**src/rtl/alu_operand_sequencer.sv**
```systemverilog
// rtl/alu_operand_sequencer.sv - switch-bus operand sequencer that feeds the registered ALU stage and captures its result
module alu_operand_sequencer #(
    parameter int bus_size       = 4,
    parameter int shamt_bus_size = 2,
    parameter int WAIT_CYCLES    = 3
) (
    input  logic                      clk,
    input  logic                      reset,
    input  logic [bus_size-1:0]       sw,
    input  logic                      enter,
    input  logic                      cancel,
    input  logic [bus_size-1:0]       result_in,
    output logic [bus_size-1:0]       data1,
    output logic [bus_size-1:0]       data2,
    output logic [2:0]                selector,
    output logic [shamt_bus_size:0]   shift,
    output logic [bus_size-1:0]       result,
    output logic                      result_valid,
    output logic                      busy,
    output logic [2:0]                step
);

    localparam int CNT_W = $clog2(WAIT_CYCLES) + 1;
    localparam logic [CNT_W-1:0] CNT_LAST = CNT_W'(WAIT_CYCLES - 1);
    localparam logic [CNT_W-1:0] CNT_ONE  = CNT_W'(1);

    localparam logic [2:0] S_A    = 3'd0;
    localparam logic [2:0] S_B    = 3'd1;
    localparam logic [2:0] S_OP   = 3'd2;
    localparam logic [2:0] S_SH   = 3'd3;
    localparam logic [2:0] S_RUN  = 3'd4;
    localparam logic [2:0] S_SHOW = 3'd5;

    logic [2:0]                state_q, state_d;
    logic                      enter_q_q, enter_q_d;
    logic [CNT_W-1:0]          cnt_q, cnt_d;
    logic [bus_size-1:0]       data1_q, data1_d;
    logic [bus_size-1:0]       data2_q, data2_d;
    logic [2:0]                selector_q, selector_d;
    logic [shamt_bus_size:0]   shift_q, shift_d;
    logic [bus_size-1:0]       result_q, result_d;
    logic                      result_valid_q, result_valid_d;
    logic                      enter_edge;

    assign enter_edge = enter & ~enter_q_q;

    always_comb begin
        state_d        = state_q;
        enter_q_d      = enter;
        cnt_d          = cnt_q;
        data1_d        = data1_q;
        data2_d        = data2_q;
        selector_d     = selector_q;
        shift_d        = shift_q;
        result_d       = result_q;
        result_valid_d = result_valid_q;

        // cancel overrides both a pending enter edge and the latency counter
        if (cancel) begin
            state_d        = S_A;
            cnt_d          = '0;
            data1_d        = '0;
            data2_d        = '0;
            selector_d     = '0;
            shift_d        = '0;
            result_valid_d = 1'b0;
        end else begin
            case (state_q)
                S_A: if (enter_edge) begin
                    data1_d        = sw;
                    result_valid_d = 1'b0;
                    state_d        = S_B;
                end
                S_B: if (enter_edge) begin
                    data2_d = sw;
                    state_d = S_OP;
                end
                S_OP: if (enter_edge) begin
                    selector_d = sw[2:0];
                    state_d    = S_SH;
                end
                S_SH: if (enter_edge) begin
                    shift_d = sw[shamt_bus_size:0];
                    cnt_d   = '0;
                    state_d = S_RUN;
                end
                S_RUN: begin
                    cnt_d = cnt_q + CNT_ONE;
                    if (cnt_q == CNT_LAST) begin
                        result_d       = result_in;
                        result_valid_d = 1'b1;
                        state_d        = S_SHOW;
                    end
                end
                S_SHOW: if (enter_edge) begin
                    state_d = S_A;
                end
                default: state_d = S_A;
            endcase
        end
    end

    always_ff @(posedge clk) begin
        if (reset) begin
            state_q        <= S_A;
            enter_q_q      <= 1'b1;
            cnt_q          <= '0;
            data1_q        <= '0;
            data2_q        <= '0;
            selector_q     <= '0;
            shift_q        <= '0;
            result_q       <= '0;
            result_valid_q <= 1'b0;
        end else begin
            state_q        <= state_d;
            enter_q_q      <= enter_q_d;
            cnt_q          <= cnt_d;
            data1_q        <= data1_d;
            data2_q        <= data2_d;
            selector_q     <= selector_d;
            shift_q        <= shift_d;
            result_q       <= result_d;
            result_valid_q <= result_valid_d;
        end
    end

    assign data1        = data1_q;
    assign data2        = data2_q;
    assign selector     = selector_q;
    assign shift        = shift_q;
    assign result       = result_q;
    assign result_valid = result_valid_q;
    assign busy         = (state_q == S_RUN);
    assign step         = state_q;

endmodule
```
**config.mk**
```make
export PLATFORM = sky130hd
export DESIGN_NAME = alu_operand_sequencer
export DESIGN_NICKNAME = d
export VERILOG_FILES = /design/src/rtl/alu_operand_sequencer.sv
export SDC_FILE = /design/constraint.sdc
export NUM_CORES = 1
export LEC_CHECK = 0
export ABC_AREA = 0
export CORE_ASPECT_RATIO = 2
export CORE_MARGIN = 1
export CORE_UTILIZATION = 43
export CTS_BUF_LIST = sky130_fd_sc_hd__clkbuf_4 sky130_fd_sc_hd__clkbuf_8
export DETAILED_ROUTE_END_ITERATION = 16
export PLACE_DENSITY_LB_ADDON = 0.1
export SYNTH_ARGS = -nofsm -noshare
export SYNTH_HDL_FRONTEND = slang
export SYNTH_SLANG_ARGS = --single-unit
export TNS_END_PERCENT = 10
```
**constraint.sdc**
```tcl
create_clock -name clk -period 3.4 [get_ports clk]
set_input_delay 0.68 -clock clk [delete_from_list [all_inputs] [get_ports clk]]
set_output_delay 0.68 -clock clk [all_outputs]
set_load 0.02 [all_outputs]
```
==> flow_summary.json, run 1 <==
{
  "status": "finished clean",
  "clock_tree.root_cell": "clkbuf_8",
  "die_w_um": 38.4,
  "routed_wl_mm": 2.37,
  "p_int_uw": 429,
  "rrSetupSlack_ns": 1.73,
  "synth_warnings": 0,
  "cts_max_level": 1,
  "fin_util": 0.597,
  "grt-ovfl-total": 0,
  "synth_xor_area_frac": 0.0154,
  "max-vdd-ir-drop_v": 0.000240,
  "synth_seq_cells": 26,
  "switching_power_uw": 109,
  "p_sw_frac": 0.202,
  "drt_iter0_drc": 17,
  "antenna_found_initial": 0,
  "grtUsageMet2": 0.324,
  "mappedNetlistArea_um2": 1140,
  "cts_tree": "yes",
  "grt.busiest_layer": "met2",
  "fmax_mhz": 374,
  "wire_per_inst_um": 13.6,
  "critPathRequiredTime_ns": 2.72,
  "setup_viol": 0,
  "diodes": 0,
  "fin_crit_sh": 0.786,
  "min_period_ns": 2.67,
  "coreArea_um2": 2540,
  "routabilityCongestion": 0.772,
  "comb_power_share": 0.065,
  "use_met1": 0.209,
  "num_rows": 26,
  "post-place-cells": 170,
  "dpl.hpwl_mm": 1.78,
  "cts_resized": 0,
  "path_class": "reg -> out",
  "seqPwrFrac": 0.571,
  "ys_types": 28,
  "hold_path.class": "reg -> reg",
  "area_delta_synth_final_pct": 33.2,
  "initial_utilization": 0.448,
  "grt_max_degree": 17,
  "hold_violations": 0,
  "synth_compound_area_frac": 0.0374,
  "synthSimpleGateAreaFrac": 0.246,
  "synth_nets": 131,
  "grt_setup_unrepaired": "false",
  "drv_slew": 0,
  "pwr-share-clk": 0.364,
  "worstPathArrival_ns": 1.99,
  "gr-usage-all-layers": 0.183,
  "numCtsBuffers": 3,
  "vias": 877,
  "grt_pass1_vias": 850,
  "seq_area_frac_synth": 0.458,
  "power_density_nw_per_um2": 355,
  "worstSkewPairLatency_ns": 0.27,
  "syn-instance-count": 117,
  "setup_tns_ns": 0,
  "whs_ns": 0.468,
  "cap_violations": 0,
  "fin_nets": 161,
  "postRouteAntennaNets": 0,
  "synth.mux.area_fraction": 0.158,
  "synth_fa_ha_area_frac": 0.0220,
  "leakage_nw": 0.592,
  "end_kind": "output pin",
  "synth_top_family_by_area": "simple AND/OR/NAND/NOR gates",
  "met3_usage": 0.0236,
  "vias_per_cell": 5.04,
  "layout-drive-gt1-share": 0.0548,
  "tightestPinTransition_ns": 0.447,
  "max_slew_margin": 0.701,
  "grt_pass1_wl_mm": 3.77,
  "p_total_uw": 537,
  "critPathMaxFanout": 11,
  "clk_pin_slew_ns": 0.09,
  "drcViolationCount": 0,
  "dieArea_um2": 2870,
  "io_buffers": 34,
  "die_y_um": 74.7,
  "finClkSkew_ns": 0.00570,
  "first_pass_iters": 3,
  "cts.sinks": 26,
  "avgSynthCellArea_um2": 9.72,
  "pin_count": 35,
  "cts_hold_buf": 0,
  "worst_setup_path_start_kind": "flop",
  "instances_no_fill": 174,
  "post_cts.repair.setup_buffers": 0,
  "cts_max_path_buffers": 2
}
-- cells by family after synthesis --
| family | Yosys count |
|---|---|
| xor+xnor | 2 |
| fa+ha+maj | 2 |
| flops | 26 |
| mux | 18 |
| buf+inv | 13 |
| simple gates | 50 |
| compound gates | 6 |
-- flip-flops by register name (all words and copies together), names as in the netlist --
name          count
cnt_q             3
result_valid      1
result            4
data1             4
step              3
enter_q_q         1
shift             3
selector          3
data2             4
-- cell type report --
| class | count | area (um2) |
|---|---|---|
| fill | 221 | 1020 |
| multi-input combinational | 78 | 546 |
| sequential | 26 | 520 |
| timing repair buffer | 35 | 348 |
| clock buffer | 4 | 55.1 |
| tap | 28 | 35.0 |
| inverter | 3 | 11.3 |
-- synth_stat cells (all sizes together) --
library cell,instances,area share
a211oi,1,0.0066
a21o,1,0.0066
a21oi,1,0.0044
and2b,1,0.0066
and3b,1,0.0077
buf,3,0.030
clkbuf,7,0.023
dfxtp,26,0.46
ha,2,0.022
inv,3,0.0099
mux2i,18,0.16
nand2,20,0.066
nand2b,9,0.050
nand3,3,0.013
nand3b,2,0.013
nor2,2,0.0066
nor3,4,0.028
nor3b,1,0.0066
nor4bb,1,0.0088
o21ai,1,0.0044
o32ai,2,0.015
or2,2,0.011
or3,1,0.0055
or3b,2,0.015
or4b,1,0.0088
xnor2,1,0.0077
xor2,1,0.0077
-- routing by layer --
layer / share of wire / up-vias
met5: 0 / -
met4: 0.014 / 0
met3: 0.031 / 4
met2: 0.55 / 19
met1: 0.41 / 408
li1: - / 446
-- worst paths after layout --
kind / from / end / cells past startpoint
setup reg to reg: step[2]$_SDFFE_PP0P_ / result[3]$_SDFFE_PP0P_ / 3
hold / removal: result_valid$_SDFFE_PP0P_ / result_valid$_SDFFE_PP0P_ / 2
hold reg to reg: result_valid$_SDFFE_PP0P_ / result_valid$_SDFFE_PP0P_ / 2
setup / recovery: step[2]$_SDFFE_PP0P_ / busy / 3
-- metrics by stage --
step,setup slack (ns),instance area (um2)
3_5_place_dp,1.03,1460
4_1_cts,0.726,1520
6_report,0.727,1520
2_1_floorplan,1.50,1140
3_3_place_gp,1.04,1460
5_1_grt,0.641,1520
-- worst max-delay path, stage by stage, from the launching register on --
cell	delay, ns
dfxtp_1	0.52
or3b_1	0.52
inv_1	0.09
clkdlybuf4s50_1	0.60
-- power groups by stage --
stage / sequential (mW) / clock [mW] / combinational [mW]
5_1_grt: 0.307 / 0.209 / 0.0380
3_5_place_dp: 0.314 / 0 / 0.0349
2_1_floorplan: 0.315 / 0 / 0.0154
4_1_cts: 0.307 / 0.201 / 0.0350
6_report: 0.307 / 0.196 / 0.0348
3_3_place_gp: 0.314 / 0 / 0.0344
-- placed cells by master (no fill, tap or decap), drive strengths merged, types with 2 or more instances in the layout --
master         count
clkbuf             4
clkdlybuf4s50     34
dfxtp             26
ha                 2
inv                3
mux2i             18
nand2             20
nand2b             9
nand3              3
nand3b             2
nor2               2
nor3               4
o32ai              2
or2                2
or3b               2
(Power assumes the default switching activity.)
==> inputs of run 2 (changes only) <==
clock period = 2.5 ns   (was 3.4 ns; I/O delays follow)
==> run 2 against run 1 <==
  * Sequential power rose by 36%
  * Cell count did not move
  * Core utilization fell by 0.25 points
  * Critical endpoint unchanged
==> flow_summary.json, run 2 (synthesis gave the netlist of run 1 again) <==
{
  "crit_buf_inv": 2,
  "post_cts.repair.setup_buffers": 0,
  "coreArea_um2": 2540,
  "numCtsBuffers": 3,
  "reg2reg_depth": 3,
  "slowest_stage": "clkdlybuf4s50_1",
  "cts_tree": "yes",
  "min_period_ns": 2.36,
  "p_total_uw": 689,
  "grt_pass1_vias": 856,
  "path_delay_family": "buffers and inverters",
  "fin_nets": 162,
  "cap_violations": 0,
  "power_density_nw_per_um2": 457,
  "hold_violations": 0,
  "die_y_um": 74.7,
  "fmax_mhz": 423,
  "num_rows": 26,
  "cts_resized": 0,
  "status": "finished clean",
  "fin_crit_sh": 0.946,
  "layout-drive-gt1-share": 0.0548,
  "io_buffers": 34,
  "rrSetupSlack_ns": 0.98,
  "pin_count": 35,
  "fillers": 246,
  "setup_tns_ns": 0,
  "diodes": 0,
  "routed_wl_mm": 2.26,
  "drt_iter0_drc": 21,
  "cts_hold_buf": 0,
  "regArea_um2": 520,
  "critPathRequiredTime_ns": 2.00,
  "worstPathArrival_ns": 1.86,
  "first_pass_iters": 4,
  "drcViolationCount": 0,
  "worst_slack_ns": 0.135,
  "vias_per_cell": 5.15,
  "place_ws_ns": 0.416,
  "cpPeakStageDelay_ns": 0.59,
  "grt_pass1_wl_mm": 3.54,
  "leakage_nw": 0.590,
  "critPathMaxFanout": 11,
  "finClkSkew_ns": 0.00460,
  "postRouteAntennaNets": 0,
  "crit_cells": 3,
  "cts_max_level": 1,
  "routabilityCongestion": 0.706,
  "die_w_um": 38.4,
  "cts_max_path_buffers": 2,
  "worstSkewPairLatency_ns": 0.26,
  "clk_pin_slew_ns": 0.08,
  "mostFrequentLayoutCells": "34 x clkdlybuf4s50_1, 26 x dfxtp_1, 20 x nand2_1",
  "drv_slew": 0,
  "dieArea_um2": 2870,
  "antenna_found_initial": 0,
  "max-vdd-ir-drop_v": 0.000354,
  "path_class": "reg -> out",
  "min_path_cells": 2,
  "cts.sinks": 26,
  "vias": 896,
  "end_kind": "output pin",
  "area_delta_synth_final_pct": 32.7,
  "worst_setup_path_start_kind": "flop",
  "max_slew_margin": 0.764,
  "layout_commonest_cell": "clkdlybuf4s50_1",
  "gr-usage-all-layers": 0.169,
  "instances_no_fill": 174,
  "multi_input_area_um2": 546,
  "setup_viol": 0,
  "dpl.hpwl_mm": 1.77,
  "wire_per_inst_um": 13.0,
  "grt_setup_unrepaired": "false",
  "tightestPinTransition_ns": 0.349,
  "path_cells": "or3b_1 -> inv_1 -> clkdlybuf4s50_1",
  "grt-ovfl-total": 0,
  "hold_path.class": "reg -> reg",
  "grt_max_degree": 20,
  "post-place-cells": 171,
  "initial_utilization": 0.448,
  "clock_tree.root_cell": "clkbuf_8"
}
-- run 2: final timing paths --
path,to,startpoint
worst min-delay path,result_valid$_SDFFE_PP0P_,result_valid$_SDFFE_PP0P_
worst min register to register,result_valid$_SDFFE_PP0P_,result_valid$_SDFFE_PP0P_
worst max-delay path,busy,step[1]$_SDFFE_PP0P_
worst max register to register,result[1]$_SDFFE_PP0P_,step[1]$_SDFFE_PP0P_
-- run 2: routing by layer --
metal  vias to the layer above  routed length [um]  track usage
met5                         -                   0            0
met4                         0                  20       0.0575
met3                         2                  70       0.0236
met2                        17                1250        0.307
met1                       430                 923        0.194
li1                        447                   -            -
-- run 2: power breakdown --
group	total [mW]	switching, mW	leakage (nW)	internal [mW]
clock	0.225	0.117	0.0216	0.108
combinational	0.0473	0.0207	0.359	0.0266
sequential	0.417	0.00154	0.210	0.416
-- run 2: cell type report --
type / count / share of cell area
clock buffers: 3 / 0.0274
inverters: 3 / 0.00746
multi-input cells: 78 / 0.362
flip-flops and latches: 26 / 0.345
well taps: 28 / 0.0232
repair buffers: 36 / 0.235
-- run 2: worst register-to-register path: stages (launching register included) --
cell,delay [ns]
dfxtp_1,0.40
or3b_1,0.52
nor3_4,0.32
mux2i_1,0.22
-- run 2: stage by stage --
| step | hold slack, ns | area [um2] | utilization |
|---|---|---|---|
| floorplan | 0.473 | 1140 | - |
| CTS | 0.465 | 1510 | 0.595 |
| global placement | 0.447 | 1470 | 0.578 |
| global route | 0.484 | 1510 | 0.595 |
| finish | 0.462 | 1510 | 0.595 |
| detailed placement | 0.449 | 1470 | 0.578 |
